===== config.mk =====
export PLATFORM = sky130hd
export DESIGN_NAME = adc_in
export DESIGN_NICKNAME = d
export VERILOG_FILES = /design/src/rtl/adc_in.sv
export SDC_FILE = /design/constraint.sdc
export NUM_CORES = 1
export LEC_CHECK = 0
export CORE_ASPECT_RATIO = 1.75
export CORE_UTILIZATION = 50
export DETAILED_ROUTE_END_ITERATION = 8
export MAX_ROUTING_LAYER = met4
export PLACE_DENSITY_LB_ADDON = 0.15
export SYNTH_ARGS = -nofsm -noshare
export SYNTH_HDL_FRONTEND = slang
export SYNTH_SLANG_ARGS = --single-unit
export TNS_END_PERCENT = 10

===== constraint.sdc =====
create_clock -name clk -period 2.8 [get_ports clk]
set_input_delay 0.56 -clock clk [delete_from_list [all_inputs] [get_ports clk]]
set_output_delay 0.56 -clock clk [all_outputs]
set_load 0.02 [all_outputs]

===== src/rtl/adc_in.sv =====
// ADC receive path: boxcar-averages 2^AVG_LOG2 signed codes and converts the mean
// to a signed fixed-point voltage (-20/16384 V per code), delivered over valid/ready.
module adc_in #(
   parameter int FLOAT_WIDTH = 64,
   parameter int INT_WIDTH   = 16,
   parameter int ADC_WIDTH   = 14,
   parameter int AVG_LOG2    = 4
) (
   input  logic                          clk,
   input  logic                          rst,
   input  logic signed [ADC_WIDTH-1:0]   adc_code_in,
   input  logic                          adc_valid_in,
   output logic signed [FLOAT_WIDTH-1:0] voltage_out,
   output logic                          voltage_valid,
   input  logic                          voltage_ready,
   output logic                          overrun
);

   localparam int FRAC = FLOAT_WIDTH - INT_WIDTH;
   localparam int AW   = ADC_WIDTH + AVG_LOG2;
   localparam int CW   = (AVG_LOG2 > 0) ? AVG_LOG2 : 1;
   localparam int PW   = ADC_WIDTH + 3;
   localparam int SH   = FRAC - (ADC_WIDTH - 2);
   localparam logic [CW-1:0] LAST_CNT = CW'((1 << AVG_LOG2) - 1);

   logic signed [AW-1:0] acc;
   logic signed [AW-1:0] sum_next;
   logic signed [AW-1:0] s1_sum;
   logic [CW-1:0]        cnt;
   logic                 s1_valid;
   logic                 s2_valid;
   logic signed [PW-1:0] s2_p;
   logic                 window_end;
   logic signed [AW-1:0] mean_wide;
   logic signed [PW-1:0] mean_p;
   logic signed [PW-1:0] p_next;

   assign sum_next   = acc + AW'(adc_code_in);
   assign window_end = adc_valid_in && (cnt == LAST_CNT);

   // Floor-mean then scale by -5; the remaining 1/4096 is a pure binary shift at the output.
   always_comb begin
      mean_wide = s1_sum >>> AVG_LOG2;
      mean_p    = PW'(mean_wide);
      p_next    = -((mean_p <<< 2) + mean_p);
   end

   // Accumulator restarts on the same edge the window closes, so windows can abut.
   always_ff @(posedge clk) begin
      if (rst) begin
         acc      <= '0;
         cnt      <= '0;
         s1_sum   <= '0;
         s1_valid <= 1'b0;
         s2_p     <= '0;
         s2_valid <= 1'b0;
      end else begin
         s1_valid <= window_end;
         if (adc_valid_in) begin
            if (window_end) begin
               acc    <= '0;
               cnt    <= '0;
               s1_sum <= sum_next;
            end else begin
               acc <= sum_next;
               cnt <= cnt + CW'(1);
            end
         end
         s2_valid <= s1_valid;
         if (s1_valid) s2_p <= p_next;
      end
   end

   // Handshake: a result transfers on any edge with voltage_valid && voltage_ready.
   // A new result always loads; if the held one was not taken that edge, overrun latches.
   always_ff @(posedge clk) begin
      if (rst) begin
         voltage_out   <= '0;
         voltage_valid <= 1'b0;
         overrun       <= 1'b0;
      end else if (s2_valid) begin
         voltage_out   <= FLOAT_WIDTH'(s2_p) <<< SH;
         voltage_valid <= 1'b1;
         if (voltage_valid && !voltage_ready) overrun <= 1'b1;
      end else if (voltage_valid && voltage_ready) begin
         voltage_valid <= 1'b0;
      end
   end

endmodule


; ---- Word level (Yosys, flattened, before mapping)
; Index checks and enable logic that the tools add are counted.
[totals]
reg_bits = 78
input_bits = 18
output_inout_bits = 66
[op_classes]
add_sub_neg = 4
eq_ne = 1
muxes = 4
n_reduce_logical = 7
[ops]
columns = cell, n
row1 = adder 18 x 14 -> 18 bit, 1
row2 = 2-to-1 mux 18 bit, 1
row3 = adder 16 x 14 -> 17 bit, 1
row4 = negation 17 bit, 1
row5 = "adder 4 x 1 -> 4 bit, second input constant", 1
row6 = "equality test 4 bit, second input constant", 1
row7 = 2-to-1 mux 4 bit, 1
row8 = AND reduction 2 bit, 2
row9 = logical AND 1 bit, 3
row10 = 2-to-1 mux 1 bit, 2
row11 = nonzero test 2 bit, 1
row12 = zero test 1 bit, 1

; ---- Depth between registers and ports, before layout
[logic_depth]
depth_word = 3
depth_mapped = 11
mapped_depth_nobuf = 11

; ---- Worst setup path before layout
; OpenSTA, ideal clock, no wires.
[synth_timing]
path_type = input-to-reg
from = input adc_code_in[0]
to = register acc[10]
setup_ns = 0.071
t_arrival_ns = 2.424
required_time_ns = 2.729
path_slack_ns = 0.306
path_stages = 9
n_path_buf = 0
path_cell_list = ha_1 -> fa_1 -> a211oi_1 -> o211ai_1 -> a31o_2 -> a21oi_1 -> xnor2_1 -> nand3_1 -> a21oi_1
[synth_via]
elab_chain_len = 2
[synth_lines]
columns = element, line
row1 = start: declaration, 11  ; input logic signed [ADC_WIDTH-1:0] adc_code_in,
row2 = adder 18 x 14 -> 18 bit, 38  ; assign sum_next = acc + AW'(adc_code_in);
row3 = 2-to-1 mux 18 bit, 60  ; if (window_end) begin
row4 = end signal: assignment, 65  ; acc <= sum_next;
row5 = end: declaration, 26  ; logic signed [AW-1:0] acc;
; No other way between the ends.
; A chain may end at the register's enable or synchronous reset.

; ---- Final worst setup path
[layout_timing]
from = input adc_code_in[0]
to = register acc[17]
; Same word-level chain as after synthesis.

==> flow_metrics.tcl <==
set metrics [dict create \
    outcome "complete, no violations" \
    initial_core_util 0.5212 \
    antenna_found_initial 0 \
    synth_area_leaders "dfxtp_1 (31%), ha_1 (12%), buf_4 (7.9%)" \
    fin_crit_sh 0.9808 \
    rsz0062_at_grt "no" \
    worst_setup_path_end_kind "register" \
    syn_inst 563 \
    cp_data_arrival_time_ns 3.01 \
    drcViolationCount 0 \
    yosysSeqAreaShare 0.3106 \
    drt_iter0_drc 148 \
    postRouteAntennaNets 0 \
    rrSetupSlack_ns 0.22 \
    grt.total_usage 0.2166 \
    cts_tree "yes" \
    synth_most_common_cell "dfxtp_1" \
    cts_sinks 74 \
    synth_compound_area_frac 0.1634 \
    die_y_um 131.2 \
    drv_cap 0 \
    numCtsBuffers 9 \
    required_ns 3.06 \
    synthFlopType "dfxtp_1" \
    worstHoldPathType "register to register" \
    htree_levels 3 \
    synthSimpleGateAreaFrac 0.1828 \
    r2r_end "s2_p[16]" \
    yosys.area.top_type "dfxtp_1" \
    finalSetupTns_ns 0 \
    setup.worst_path.start "adc_code_in[0]" \
    skew_ns 0.005977 \
    io_pins 84 \
    path_max_fanout 4 \
    crit_path_end "acc[17]" \
    drive_above_1_share 0.09855 \
    fin_crit_ns 2.746 \
    start_kind "input pin" \
    synth-xor-area-share 0.04512 \
    grt_pass1_wl_um 16630 \
    hold_viol_final 0 \
    grt_max_degree 38 \
    nets 678 \
    max_slew_margin 0.3243 \
    p_per_area_nw_per_um2 520.4 \
    clk_pin_slew_worst_paths_ns 0.06 \
    worstSkewPairLatency_ns 0.33 \
    coreArea_um2 9151 \
    overflow 0 \
    ff2ff_path_depth 7 \
    cts_root_buf "clkbuf_16" \
    place.gp.congestion 0.8645 \
    maxSlewViolCount 0 \
    p_leak_nw 2.234 \
    timing.hold.ws_ns 0.4582 \
    finalWirelength_um 9794 \
    synthesis.area_um2 4770 \
    die_area_um2 9949 \
    num_rows 46 \
    synth_fa_ha_area_frac 0.1222 \
    finalSetupViolCount 0 \
    synth_edf_count 0 \
    die_w_um 75.83 \
    synth_top_family_by_area "simple AND/OR/NAND/NOR gates" \
    hpwl_um 7344 \
    synth_top_area_frac 0.3106 \
    worst_slew_pin_slew_ns 1.012 \
    utilization 0.6155 \
    synth.distinct_cells 61 \
    muxShareOfSynthArea 0.05902 \
    r2r-start "s1_sum[17]" \
    drt_first_pass_iters 4 \
    async_reset_ff_frac 0 \
    synth_area_per_cell_um2 8.472 \
    synthTopCellsByCount "dfxtp_1 (74), nor2_1 (61), buf_4 (50)" \
    ys_ff_latch 74 \
    first_global_vias 3870 \
    io_buffers 47 \
    clock_path_buffers 2 \
    irDropWorstVdd_v 0.0003337 \
    routedWlPerCell_um 13.25 \
    fmax_ghz 0.3641 \
    vias 3914 \
    syn_to_final_growth_pct 18.10 \
    criticalPathCategory "input pin to register" \
    diodes 0 \
    hold_buffers 0 \
    viasPerCell 5.296 \
    ys_warn_count 0 \
]
==> registers in the layout, indices dropped and copies added (netlist names) <==
name           cells
acc               18
cnt                4
overrun            1
s1_sum            14
s1_valid           1
s2_p              17
s2_valid           1
voltage_out       17
voltage_valid      1
==> repair_timing <==
item | in CTS | in global routing
pin swaps | 0 | 3
endpoints found under the hold margin | 0 | 0
buffers inserted | 0 | 0
resized for setup | 1 | 6
endpoints found under the setup margin | 3 | 10
==> kinds of logic after synthesis <==
kind of cell | count (synthesis)
adders and majority gates | 46
DFF | 74
AOI/OAI and AO/OA | 116
muxes | 28
other | 1
buffers and inverters | 97
and+or+nand+nor | 178
xor gates and xnor gates | 23
==> per-layer routing <==
metal	part of all wire	global-route usage	vias to the layer above
met4	0.016	0.08128	0
met1	0.42	0.2284	1805
li1	-	-	1999
met5	0	-	-
met2	0.53	0.3800	94
met3	0.032	0.04371	16
==> worst min-delay path by stage <==
stage,startpoint,endpoint,cells after the start
2_1_floorplan,s1_sum[11],s1_sum[11],2
3_3_place_gp,s1_sum[11],s1_sum[11],2
3_5_place_dp,s1_sum[11],s1_sum[11],2
4_1_cts,s1_sum[5],s1_sum[5],2
5_1_grt,s1_sum[9],s1_sum[9],2
6_report,s1_sum[5],s1_sum[5],2
==> cell usage in the layout (no fill, tap or decap), drive strengths merged, types with 25 or more instances in the layout <==
cell,n
nor2,61
ha,45
nand2,36
dfxtp,74
clkdlybuf4s50,45
inv,25
a21oi,40
buf,31
mux2i,27
conb,36
==> stage by stage <==
stage	total power, W	setup slack (ns)	cell area, um^2	cells
final	0.002931	0.05364	5633	739
after floorplan	0.001559	0.3056	4901	598
after detailed placement	0.001685	-0.3283	5283	723
after global routing	0.003076	0.005907	5633	739
after CTS	0.002954	0.07778	5617	739
after global placement	0.001673	-0.2439	5283	723
==> cell type report <==
cell class              count  area, um^2
repair buffers             77       693.2
fillers                   806        3518
well taps                 120       150.1
flip-flops and latches     74        1481
clock buffers              10       239.0
inverters                  25       93.84
multi-input cells         427        2885
clock inverters             6       90.09
==> worst max-delay path, cell delays in order <==
cell and delay (ns):
clkdlybuf4s50_1 0.41, ha_1 0.22, buf_4 0.14, a211oi_2 0.23
nor2_1 0.11, a211oi_2 0.20, buf_4 0.18, a21oi_2 0.07
or4_4 0.53, a21o_1 0.19, a31oi_1 0.16
==> power breakdown <==
group | total, W | switching (W) | internal [W]
Clock | 0.00126 | 0.000452 | 0.000804
Combinational | 0.000564 | 0.000316 | 0.000248
Sequential | 0.00111 | 0.0000222 | 0.00109
Power figures use the tool's default switching activity.
